--- src/rtl/alu_pkg.sv ---
// Shared opcodes, slice width and sequencer state encoding for the nibble alu family.
package alu_pkg;

    localparam int NIBBLE_W = 4;

    localparam logic [2:0] OP_ADD = 3'b000;
    localparam logic [2:0] OP_AND = 3'b001;
    localparam logic [2:0] OP_NOR = 3'b010;
    localparam logic [2:0] OP_OR  = 3'b011;
    localparam logic [2:0] OP_NOT = 3'b100;
    localparam logic [2:0] OP_XOR = 3'b101;

    typedef enum logic [1:0] {
        IDLE = 2'd0,
        RUN  = 2'd1,
        DONE = 2'd2
    } seq_state_t;

endpackage

--- src/rtl/alu.sv ---
// 4-bit alu slice: add with carry, bitwise logic ops; unused opcodes give zero.
// Latency: combinational.
// Backpressure: none, pure function of its inputs.
module alu
    import alu_pkg::*;
(
    input  logic [NIBBLE_W-1:0] a,
    input  logic [NIBBLE_W-1:0] b,
    input  logic                cin,
    input  logic [2:0]          op,
    output logic [NIBBLE_W-1:0] y,
    output logic                cout
);

    always_comb begin
        y    = '0;
        cout = 1'b0;
        case (op)
            OP_ADD:  {cout, y} = {1'b0, a} + {1'b0, b} + {{NIBBLE_W{1'b0}}, cin};
            OP_AND:  y = a & b;
            OP_NOR:  y = ~(a | b);
            OP_OR:   y = a | b;
            OP_NOT:  y = ~a;
            OP_XOR:  y = a ^ b;
            default: y = '0;
        endcase
    end

endmodule

--- src/rtl/alu_nibble_seq.sv ---
// Runs WIDTH-bit ops on one 4-bit alu, one nibble per cycle, carry chained LSB-first.
// Latency: done pulses NIBBLES+1 cycles after the accepting edge.
// Backpressure: ready only in IDLE; start while busy is dropped, not queued.
module alu_nibble_seq
    import alu_pkg::*;
#(
    parameter  int NIBBLES = 4,
    localparam int WIDTH   = NIBBLE_W * NIBBLES
) (
    input  logic             clk,
    input  logic             rst,
    input  logic             start,
    input  logic [2:0]       op,
    input  logic [WIDTH-1:0] a,
    input  logic [WIDTH-1:0] b,
    input  logic             cin,
    output logic             ready,
    output logic             busy,
    output logic             done,
    output logic [WIDTH-1:0] result,
    output logic             cout,
    output logic             zero
);

    localparam int IDX_W = (NIBBLES > 1) ? $clog2(NIBBLES) : 1;
    localparam logic [IDX_W-1:0] LAST_IDX = IDX_W'(NIBBLES - 1);

    seq_state_t         state_q;
    seq_state_t         state_d;
    logic [WIDTH-1:0]   a_reg;
    logic [WIDTH-1:0]   b_reg;
    logic [2:0]         op_reg;
    logic               carry;
    logic [IDX_W-1:0]   idx;
    logic [WIDTH-1:0]   res_acc;
    logic [NIBBLE_W-1:0] alu_y;
    logic               alu_co;

    alu u_alu (
        .a    (a_reg[NIBBLE_W*idx +: NIBBLE_W]),
        .b    (b_reg[NIBBLE_W*idx +: NIBBLE_W]),
        .cin  (carry),
        .op   (op_reg),
        .y    (alu_y),
        .cout (alu_co)
    );

    always_ff @(posedge clk) begin
        if (rst) state_q <= IDLE;
        else     state_q <= state_d;
    end

    always_comb begin
        state_d = state_q;
        case (state_q)
            IDLE:    if (start) state_d = RUN;
            RUN:     if (idx == LAST_IDX) state_d = DONE;
            DONE:    state_d = IDLE;
            default: state_d = IDLE;
        endcase
    end

    assign ready = (state_q == IDLE);
    assign busy  = (state_q == RUN) || (state_q == DONE);

    always_ff @(posedge clk) begin
        if (rst) begin
            a_reg   <= '0;
            b_reg   <= '0;
            op_reg  <= '0;
            carry   <= 1'b0;
            idx     <= '0;
            res_acc <= '0;
            result  <= '0;
            cout    <= 1'b0;
            zero    <= 1'b0;
            done    <= 1'b0;
        end else begin
            done <= 1'b0;
            case (state_q)
                IDLE: begin
                    if (start) begin
                        a_reg  <= a;
                        b_reg  <= b;
                        op_reg <= op;
                        idx    <= '0;
                        // carry-in only seeds addition; logic ops start from a clean carry
                        carry  <= (op == OP_ADD) ? cin : 1'b0;
                    end
                end
                RUN: begin
                    res_acc[NIBBLE_W*idx +: NIBBLE_W] <= alu_y;
                    carry <= alu_co;
                    idx   <= idx + 1'b1;
                end
                DONE: begin
                    result <= res_acc;
                    cout   <= carry;
                    zero   <= (res_acc == '0);
                    done   <= 1'b1;
                end
                default: ;
            endcase
        end
    end

endmodule

--- config.mk ---
export PLATFORM = sky130hd
export DESIGN_NAME = alu_nibble_seq
export DESIGN_NICKNAME = d
export VERILOG_FILES = /design/src/rtl/alu_pkg.sv /design/src/rtl/alu.sv /design/src/rtl/alu_nibble_seq.sv
export SDC_FILE = /design/constraint.sdc
export NUM_CORES = 1
export LEC_CHECK = 0
export CAP_MARGIN = 20
export CORE_ASPECT_RATIO = 1.75
export CORE_MARGIN = 5
export CORE_UTILIZATION = 49
export DETAILED_ROUTE_END_ITERATION = 8
export GPL_TIMING_DRIVEN = 0
export PLACE_DENSITY = 0.81
export SLEW_MARGIN = 10
export SYNTH_ARGS = -nofsm -noshare
export SYNTH_HDL_FRONTEND = slang
export SYNTH_SLANG_ARGS = --single-unit
--- constraint.sdc ---
create_clock -name clk -period 3.3 [get_ports clk]
set_input_delay 0.495 -clock clk [delete_from_list [all_inputs] [get_ports clk]]
set_output_delay 0.495 -clock clk [all_outputs]
set_load 0.05 [all_outputs]
# [Yosys cells after proc, flatten, opt, wreduce, memory -nomap -nowiden]
# Cells that the tools add are included.
[op_classes] n_addsub=4 eq_ne=10 n_shift=4 muxes=12 bitwise=5 n_reduce_logical=9
[op_table] cell="$neg A4 Y34" n=1
[op_table] cell="$shift A4 B34 Y16 const A" n=1
[op_table] cell="$shiftx A4 B34 Y16" n=1
[op_table] cell="$shiftx A16 B5 Y4" n=2
[op_table] cell="$pmux W4 S6" n=1
[op_table] cell="$bwmux W16" n=1
[op_table] cell="$logic_not A16 Y1" n=1
[op_table] cell="$not A4 Y4" n=2
[op_table] cell="$pmux W2 S2" n=2
[op_table] cell="$eq A3 B2 Y1 const B" n=2
[op_table] cell="$eq A3 B3 Y1 const B" n=2
[op_table] cell="$logic_not A3 Y1" n=2
[op_table] cell="$mux W2" n=3
[op_table] cell="$reduce_and A2 Y1" n=3
[op_table] cell="$add A4 B4 Y5" n=1
[op_table] cell="$add A5 B1 Y5" n=1
[op_table] cell="$and A4 B4 Y4" n=1
[op_table] cell="$eq A2 B2 Y1 const B" n=2
[op_table] cell="$mux W1" n=4
[op_table] cell="$ne A2 B2 Y1 const B" n=2
[op_table] cell="$or A4 B4 Y4" n=1
[op_table] cell="$xor A4 B4 Y4" n=1
[op_table] cell="$eq A3 B1 Y1 const B" n=1
[op_table] cell="$add A2 B1 Y2 const B" n=1
[op_table] cell="other kinds (5)" n=5
[totals] regBits=75 inputBits=39

# [Logic depth before layout (Yosys ltp)]
# Gate-level depths: netlist of the first run.
[depth] word_depth=6 mapped_depth=10 depth_no_buf=9

# [Modules after synthesis]
# From an unflattened synthesis of the first run, not the netlist that was laid out.
[unflattened] hier_cells=377 area_unflattened_um2=3475.8
[modules_own_cells] module="alu_nibble_seq" n_inst=1 cells_each=324 area_per_inst_um2=3050.4
[modules_own_cells] module="alu" n_inst=1 cells_each=53 area_per_inst_um2=425.4

# [Worst setup path before layout of the first run]
# No wires, ideal clock.
[synth_path] kind="flip-flop to flip-flop" startpoint="register idx[0]" endpoint="register res_acc[9]" arrival_time_ns=2.504 path_slack_ns=0.721 stages_incl_launch_ff=11 path_buffers=1 cell_sequence="dfxtp_1 buf_4 mux4_2 fa_1 inv_1 fa_1 nor3_1 a21oi_1 nor2_1 nor4_2 o21ai_0"
[synth_between] elab_chain_cells=6
[synth_lines] item="from (decl)" line="alu_nibble_seq.sv:34" source="logic [IDX_W-1:0] idx;"
[synth_lines] item="from (signal assigned)" line="alu_nibble_seq.sv:94" source="idx <= idx + 1'b1;"
[synth_lines] item="$shiftx A16 B5 Y4 (on tied branches)" line="alu_nibble_seq.sv:40, alu_nibble_seq.sv:41"
[synth_lines] item="$add A4 B4 Y5 / $or A4 B4 Y4 (equally long branches)" line="alu.sv:19, alu.sv:21, alu.sv:22"
[synth_lines] item="$add A5 B1 Y5 / $not A4 Y4 (equally long branches)" line="alu.sv:19, alu.sv:21"
[synth_lines] item="$pmux W4 S6" line="alu.sv:18" source="case (op)"
[synth_lines] item="$shiftx A4 B34 Y16" line="alu_nibble_seq.sv:92" source="res_acc[NIBBLE_W*idx +: NIBBLE_W] <= alu_y;"
[synth_lines] item="$bwmux W16 *" line="alu_nibble_seq.sv:92"
[synth_lines] item="to (signal, indexed assignment)" line="alu_nibble_seq.sv:92"
[synth_lines] item="to (decl)" line="alu_nibble_seq.sv:35" source="logic [WIDTH-1:0] res_acc;"
# Mark *: on every way between the ends. The rest lies on a longest branch, timed or not.
# A chain may end at the register's enable or synchronous reset.

# [Final worst setup path of the first run]
# Ends and elaborated chain as after synthesis.

==> flow_summary_export.csv, run 1 <==
group,metric,value,unit
status,outcome,"finished, final reports clean",
global_routing,grt_overflow,0,
sta,hold_viol,0,
power,switching_share,23.7,%
clocking,h-tree-depth,3,
routing,drc_errors,0,
synth,yosys.area.top_type,"dfxtp_1",
setup_path,worstReg2RegStart,"idx[0]",
synth,synth.area.top_cells,"dfxtp_1 44%, nand2_1 10%, a21oi_1 7.1%",
sta,tns,0,ns
power,internal_power,1810,uW
setup_path,cpMaxStageDelayCell,"mux4_2",
floorplan,dieHeight,121,um
sta,max_freq,319,MHz
sta,fin_skew,0.00601,ns
clocking,clock_path_buffers,2,
power,comb_power_share,13.7,%
sta,finalCritPeriodShare,95.0,%
clocking,cts_tree,"built",
sta,rsz0062_at_grt,"no",
routing,drt-vias-per-instance,5.38,
synth,ys.flop_type,"dfxtp_1",
routing,wl,8290,um
sta,final.setup.worst_slack,0.164,ns
synth,yosysSeqAreaShare,43.8,%
global_routing,grt_max_degree,13,
setup_path,ff2ff_path_depth,10,
floorplan,die_area,8840,um^2
synth,yosysTopAreaCellShare,43.8,%
cells_and_area,fin_nets,522,
placed_design,pre_cts_ws,0.162,ns
synth,syn_nets,453,
cells_and_area,drive_above_1_share,8.10,%
min_path,hp-start,"b_reg[1]",
power,power_frac_seq,40.5,%
placed_design,io_buffer_count,58,
global_routing,grt_usage,20.3,%
routing,drt-initial-drc-count,142,
setup_path,critical_path_class,"register to register",
sta,setup_viol,0,
sta,slew_headroom,65.1,%
setup_path,startpoint_type,"register",
cells_and_area,final_common_cell,"nand2_1",
floorplan,die_x,73.3,um
cells_and_area,area_delta_synth_final,29.7,%
synth,ys_ff_latch,75,
clocking,hold_buffers,0,
routing,wl_per_cell,15.0,um
clocking,cts_buffers,9,
cells_and_area,n_antenna_cell,0,
floorplan,initial_core_util,50.0,%
floorplan,core,6860,um^2
setup_path,worst_path_largest_cell_delay,0.60,ns
floorplan,io_pins,60,
setup_path,end_kind,"register",
power,vdd_drop_max,0.351,mV
synth,syn_inst,396,
setup_path,cp.buffers_inverters,2,
placed_design,hpwl,6510,um
setup_path,cp.arrival,3.32,ns
clocking,cts_resized,0,
floorplan,rows,40,
setup_path,rrSetupSlack,0.16,ns
clocking,cts_sinks,75,
job,max_cap_viol_count,0,
synth,synth.distinct_cells,40,
setup_path,crit_top_cell,"fa_1",
synth,ys_warn_count,0,
setup_path,worst_r2r_endpoint,"res_acc[9]",
routing,drtPass1Iterations,4,
clocking,worstSkewPairLatency,0.34,ns
cells_and_area,layout_common_cells,"92 x nand2_1, 75 x dfxtp_1, 58 x clkdlybuf4s50_1",
sta,fin_crit,3.14,ns
sta,slew_viol_final,0,
placed_design,place.gp.congestion,0.920,
synth,avgSynthCellArea,8.66,um^2
setup_path,cp.required,3.49,ns
min_path,hold_path.class,"register to register",
setup_path,worst-path-max-fanout,10,
power,p_leak,0.00166,uW
global_routing,antenna_found_initial,0,
clocking,path_clk_slew,0.06,ns
synth,netlist_area,3430,um^2
power,clkPwrFrac,45.8,%
synth,synth_edf_count,0,
power,power_density,535,nW/um^2
sta,max_slew.worst_pin.slew,0.523,ns
routing,drtAntennaViolNets,0,
setup_path,crit_path_start,"idx[0]",
setup_path,crit_chain,"buf_4 > mux4_2 > fa_1 > inv_1 > fa_1 > nor3_1 > a21oi_1 > nor2_1 > nor4_2 > o21ai_0",
setup_path,crit_family,"adder cells",
clocking,clock-root-buffer,"clkbuf_16",
power,p_sw,564,uW
global_routing,grt_first_pass_wirelength,13700,um
clocking,cts_setup_buffers,0,
min_path,min_path_cells,2,
synth,async_flop_share,0,%
global_routing,grt_pass1_vias,3070,
routing,vias,2975,
min_path,min_to,"b_reg[1]",
[worst max-delay path by stage]
stage,endpoint,depth (start not counted)
after global placement,res_acc[9],10
after global routing,res_acc[9],10
final,res_acc[9],10
after detailed placement,res_acc[9],10
after floorplan,res_acc[9],10
after CTS,res_acc[9],10
[worst register-to-register path, delay by kind of cell, from the launching register on]
kind / cells / cell delay, ns
flip-flops: 1 / 0.43
buffers and inverters: 2 / 0.37
multiplexers: 1 / 0.60
AND/OR/NAND/NOR: 3 / 0.63
adder cells (fa/ha/maj): 2 / 0.65
AO/OA/AOI/OAI: 2 / 0.32
[Yosys cell counts, drive strengths merged (2+ instances only)]
cell type and number:
a31oi 2, inv 18, ha 16, dfxtp 75, nor2 27, o2111ai 2
or4 3, clkbuf 14, nand4 2, nor4bb 2, a21oi 49, nand3 4
o21ai 16, a211oi 3, nor3 8, mux4 8, nand2 92, nand2b 6
nor2b 2, buf 10, nor4 3, mux2i 19, fa 2, and3 2
[power groups by stage]
stage / Clock [uW] / Combinational (uW) / Sequential [uW]
floorplan: 0 / 212 / 976
global placement: 0 / 318 / 981
detailed placement: 0 / 324 / 983
CTS: 1090 / 327 / 964
global route: 1140 / 359 / 967
finish: 1090 / 325 / 964
[layer usage]
metal	GRT usage, %	wire [um]	up-vias	share of wire, %
met2	37.6	4640	80	56
met1	19.8	2930	1383	35
met3	4.24	382	26	4.6
met5	0	0	-	0
li1	-	-	1486	-
met4	11.7	344	0	4.1
[layout make-up]
type | count | area, um^2
plain buffers | 24 | 101
fillers | 578 | 2410
clock buffers | 10 | 229
clock inverters | 5 | 103
flip-flops and latches | 75 | 1500
multi-input cells | 279 | 1760
repair buffers | 58 | 581
inverters | 18 | 67.6
well taps | 84 | 105
[kinds of logic (layout without fill, tap and decap cells)]
family | count (synthesis) | in the layout | synth area share (%)
flip-flops | 75 | 75 | 43.8
AND/OR/NAND/NOR | 155 | 155 | 20.2
multiplexers | 28 | 28 | 11.1
adder cells (fa/ha/maj) | 18 | 18 | 7.00
AO/OA/AOI/OAI | 78 | 78 | 13.0
buffers and inverters | 42 | 115 | 4.92
[per-stage QoR]
stage / cell area (um^2) / utilization [%] / total power, uW / hold slack [ns] / instances
6_report: 4450 / 64.9 / 2380 / 0.452 / 553
5_1_grt: 4450 / 64.9 / 2470 / 0.474 / 553
4_1_cts: 4450 / 64.9 / 2380 / 0.454 / 553
3_5_place_dp: 4120 / 60.0 / 1310 / 0.447 / 538
3_3_place_gp: 4120 / 60.0 / 1300 / 0.439 / 538
2_1_floorplan: 3430 / - / 1190 / 0.433 / 396
Note: power is estimated with default switching activity, not from simulation.
==> run 2, diff against run 1 <==
Settings changed: CORE_UTILIZATION 49 to 38, CTS_CLUSTER_SIZE from default to 8, PLACE_DENSITY 0.81 to 0.67.
==> flow_summary_export.csv, run 2 (same netlist as run 1, synthesis figures left out) <==
group,metric,value,unit
clocking,cts_setup_buffers,0,
sta,hold_viol,0,
setup_path,crit_chain,"buf_4 > mux4_2 > fa_1 > inv_1 > fa_1 > nor3_1 > a21oi_1 > nor2_1 > nor4_2 > o21ai_0",
sta,fin_crit,3.05,ns
setup_path,rrSetupSlack,0.25,ns
routing,drc_errors,0,
global_routing,grt_first_pass_wirelength,13900,um
power,p_leak,0.00162,uW
floorplan,rows,46,
placed_design,place.gp.congestion,0.793,
floorplan,die_area,11100,um^2
sta,max_slew.worst_pin.slew,0.584,ns
global_routing,grt_usage,16.4,%
cells_and_area,fin_area,4420,um^2
routing,drtAntennaViolNets,0,
routing,wl_per_cell,14.3,um
setup_path,startpoint_type,"register",
setup_path,cp.buffers_inverters,2,
floorplan,die_x,81.8,um
setup_path,crit_family,"simple AND/OR/NAND/NOR gates",
floorplan,dieHeight,136,um
setup_path,cp.arrival,3.24,ns
global_routing,grt_pass1_vias,2982,
clocking,cts_resized,0,
clocking,cts_sinks,75,
sta,rsz0062_at_grt,"no",
setup_path,crit_top_cell,"fa_1",
routing,drtPass1Iterations,5,
min_path,hold_path.class,"register to register",
global_routing,antenna_found_initial,0,
min_path,hp-start,"b_reg[11]",
global_routing,grt_max_degree,12,
clocking,worstSkewPairLatency,0.33,ns
cells_and_area,layout_common_cells,"92 x nand2_1, 75 x dfxtp_1, 58 x clkdlybuf4s50_1",
cells_and_area,fin_nets,522,
setup_path,cpMaxStageDelayCell,"mux4_2",
placed_design,place_area,4160,um^2
floorplan,initial_core_util,38.2,%
cells_and_area,drive_above_1_share,7.66,%
setup_path,worst_r2r_endpoint,"res_acc[9]",
min_path,min_path_cells,2,
setup_path,end_kind,"register",
clocking,path_clk_slew,0.06,ns
status,outcome,"finished, final reports clean",
sta,tns,0,ns
floorplan,io_pins,60,
power,vdd_drop_max,0.295,mV
power,power_density,485,nW/um^2
setup_path,critical_path_class,"register to register",
sta,hold_slack,0.450,ns
clocking,clock_path_buffers,2,
setup_path,cp.required,3.49,ns
sta,fin_skew,0.00472,ns
setup_path,worstReg2RegStart,"idx[0]",
setup_path,worst-path-max-fanout,10,
cells_and_area,final_common_cell,"nand2_1",
clocking,h-tree-depth,3,
setup_path,worst_path_largest_cell_delay,0.61,ns
routing,wl,8460,um
setup_path,ff2ff_path_depth,10,
routing,drt-initial-drc-count,108,
sta,slew_viol_final,0,
clocking,cts_tree,"built",
job,max_cap_viol_count,0,
sta,slew_headroom,61.0,%
cells_and_area,n_antenna_cell,0,
clocking,clock-root-buffer,"clkbuf_16",
clocking,cts_buffers,9,
clocking,hold_buffers,0,
floorplan,core,8980,um^2
routing,vias,2959,
placed_design,hpwl,6740,um
power,p_total,2140,uW
placed_design,io_buffer_count,58,
global_routing,grt_overflow,0,
sta,finalCritPeriodShare,92.3,%
routing,drt-vias-per-instance,5.02,
cells_and_area,utilization,49.2,%
sta,setup_viol,0,
sta,max_freq,328,MHz
min_path,min_to,"b_reg[11]",
cells_and_area,area_delta_synth_final,28.7,%
-- run 2: cell count changes in the layout (fill, tap and decap cells not counted) --
cell | previous run | this run
clkinvlp_4 | 1 | 0
clkinv_2 | 1 | 3
clkbuf_1 | 15 | 18
bufinv_16 | 3 | 0
-- run 2: worst max path at each step --
stage,from,end,slack (ns),cells past startpoint
floorplan,idx[0],res_acc[9],0.72,10
finish,idx[0],res_acc[9],0.25,10
CTS,idx[0],res_acc[9],0.21,10
global placement,idx[0],res_acc[5],0.25,10
global route,idx[0],res_acc[9],0.04,10
detailed placement,idx[0],res_acc[9],0.23,10
-- run 2: worst min-delay path, stage by stage, from the launching register on --
cell and delay, ns:
dfxtp_1 0.30, nand2_1 0.05, a21oi_1 0.05
-- run 2: area by class of cell --
| type | count | area (um^2) |
|---|---|---|
| well taps | 120 | 150 |
| clock buffers | 13 | 240 |
| repair buffers | 58 | 581 |
| clock inverters | 3 | 15.0 |
| fillers | 914 | 4560 |
| flip-flops and latches | 75 | 1500 |
| multi-input cells | 279 | 1760 |
| plain buffers | 24 | 101 |
| inverters | 18 | 67.6 |
-- run 2: per-stage QoR --
step	instances	worst slack, ns
finish	590	0.253
global route	590	0.0406
CTS	590	0.214
detailed placement	574	0.227
global placement	574	0.253
floorplan	396	0.721
-- run 2: layer usage --
| metal | vias up | wire length (um) | part of all wire, % | global-route usage, % |
|---|---|---|---|---|
| li1 | 1483 | - | - | - |
| met1 | 1390 | 3140 | 37 | 16.4 |
| met2 | 73 | 4800 | 57 | 31.8 |
| met3 | 13 | 337 | 4.0 | 1.93 |
| met4 | 0 | 178 | 2.1 | 7.76 |
| met5 | - | 0 | 0 | 0 |
-- run 2: power by group --
part	switching (uW)	internal [uW]
logic	184	139
clock network	349	505
registers	22.0	943
total	555	1590
==> run 3, diff against run 2 <==
Settings changed: CORE_UTILIZATION 38 to 52, PLACE_DENSITY 0.67 to 0.85.
==> flow_summary_export.csv, run 3 (same netlist as run 1, synthesis figures left out) <==
group,metric,value,unit
status,outcome,"finished, final reports clean",
sta,fin_crit,3.08,ns
clocking,cts_resized,0,
clocking,worstSkewPairLatency,0.33,ns
global_routing,antenna_found_initial,0,
floorplan,core,6490,um^2
cells_and_area,final_common_cell,"nand2_1",
cells_and_area,layout_common_cells,"92 x nand2_1, 75 x dfxtp_1, 58 x clkdlybuf4s50_1",
cells_and_area,area_delta_synth_final,29.1,%
sta,max_slew.worst_pin.slew,0.565,ns
routing,wl_per_cell,15.2,um
sta,fin_skew,0.00820,ns
min_path,hp-start,"a_reg[1]",
sta,rsz0062_at_grt,"no",
sta,tns,0,ns
routing,drt-initial-drc-count,196,
clocking,cts_setup_buffers,0,
power,power_density,515,nW/um^2
clocking,cts_sinks,75,
clocking,cts_tree,"built",
routing,drt-vias-per-instance,5.42,
sta,hold_viol,0,
cells_and_area,drive_above_1_share,8.51,%
setup_path,worstReg2RegStart,"idx[0]",
cells_and_area,n_antenna_cell,0,
job,max_cap_viol_count,0,
floorplan,rows,39,
routing,drtAntennaViolNets,0,
placed_design,io_buffer_count,58,
clocking,h-tree-depth,3,
clocking,clock-root-buffer,"clkbuf_16",
power,vdd_drop_max,0.508,mV
sta,slew_headroom,62.3,%
routing,drtPass1Iterations,4,
placed_design,place.gp.congestion,0.912,
min_path,hold_path.class,"register to register",
setup_path,cp.arrival,3.26,ns
global_routing,grt_first_pass_wirelength,14000,um
setup_path,end_kind,"register",
clocking,hold_buffers,0,
routing,vias,2992,
global_routing,grt_pass1_vias,3090,
global_routing,grt_overflow,0,
cells_and_area,fin_nets,522,
sta,finalCritPeriodShare,93.2,%
sta,setup_viol,0,
sta,slew_viol_final,0,
floorplan,dieHeight,117,um
setup_path,worst-path-max-fanout,10,
cells_and_area,utilization,68.2,%
cells_and_area,fillCellCount,536,
placed_design,hpwl,6450,um
setup_path,crit_path_start,"idx[0]",
global_routing,grt_max_degree,14,
floorplan,die_area,8390,um^2
sta,max_freq,325,MHz
global_routing,grt_usage,21.0,%
setup_path,cp.required,3.49,ns
setup_path,critical_path_class,"register to register",
clocking,cts_buffers,9,
routing,wl,8400,um
sta,hold_slack,0.452,ns
clocking,path_clk_slew,0.06,ns
setup_path,startpoint_type,"register",
clocking,clock_path_buffers,2,
floorplan,die_x,71.4,um
power,p_leak,0.00165,uW
floorplan,io_pins,60,
floorplan,initial_core_util,52.9,%
routing,drc_errors,0,
run 3: cell types whose count changed in the layout (fill, tap and decap cells not counted), sizes merged:
cell    delta
bufinv     +1
clkinv     +1
clkbuf     -2
run 3: through the flow:
step	cells	power [uW]	cell area, um^2	setup WS (ns)
after floorplan	396	1190	3430	0.721
final	552	2280	4430	0.224
after detailed placement	536	1310	4110	0.204
after CTS	552	2290	4430	0.182
after global routing	552	2380	4430	0.00729
after global placement	536	1300	4110	0.228
run 3: final timing paths:
kind	to	slack, ns	depth (start not counted)
worst max register to register	res_acc[9]	0.22	10
worst min-delay path	a_reg[1]	0.45	2
worst max-delay path	res_acc[9]	0.22	10
worst min register to register	a_reg[1]	0.45	2
run 3: area by class of cell:
| cell class | count | area, um^2 | area share [%] |
|---|---|---|---|
| flip-flops and latches | 75 | 1500 | 33.9 |
| inverters | 18 | 67.6 | 1.53 |
| repair buffers | 58 | 581 | 13.1 |
| clock buffers | 11 | 253 | 5.71 |
| multi-input cells | 279 | 1760 | 39.8 |
| plain buffers | 24 | 101 | 2.29 |
| clock inverters | 5 | 61.3 | 1.38 |
| well taps | 82 | 103 | 2.32 |
run 3: power by group:
group	total (uW)	switching, uW	leakage (uW)	internal, uW
combinational	326	187	0.000886	139
sequential	965	22.6	0.000610	942
clock	991	362	0.000156	628
run 3: routing by layer:
| metal | up-vias | wire length (um) | track usage (%) |
|---|---|---|---|
| met4 | 0 | 343 | 10.5 |
| met1 | 1388 | 2910 | 20.4 |
| met5 | - | 0 | 0 |
| met3 | 28 | 386 | 3.85 |
| met2 | 92 | 4760 | 40.0 |
| li1 | 1484 | - | - |
run 3: worst max-delay path, cell delays in order (launching register included):
cell and delay (ns):
dfxtp_1 0.43, buf_4 0.26, mux4_2 0.59, fa_1 0.47
inv_1 0.10, fa_1 0.16, nor3_1 0.04, a21oi_1 0.13
nor2_1 0.06, nor4_2 0.51, o21ai_0 0.17
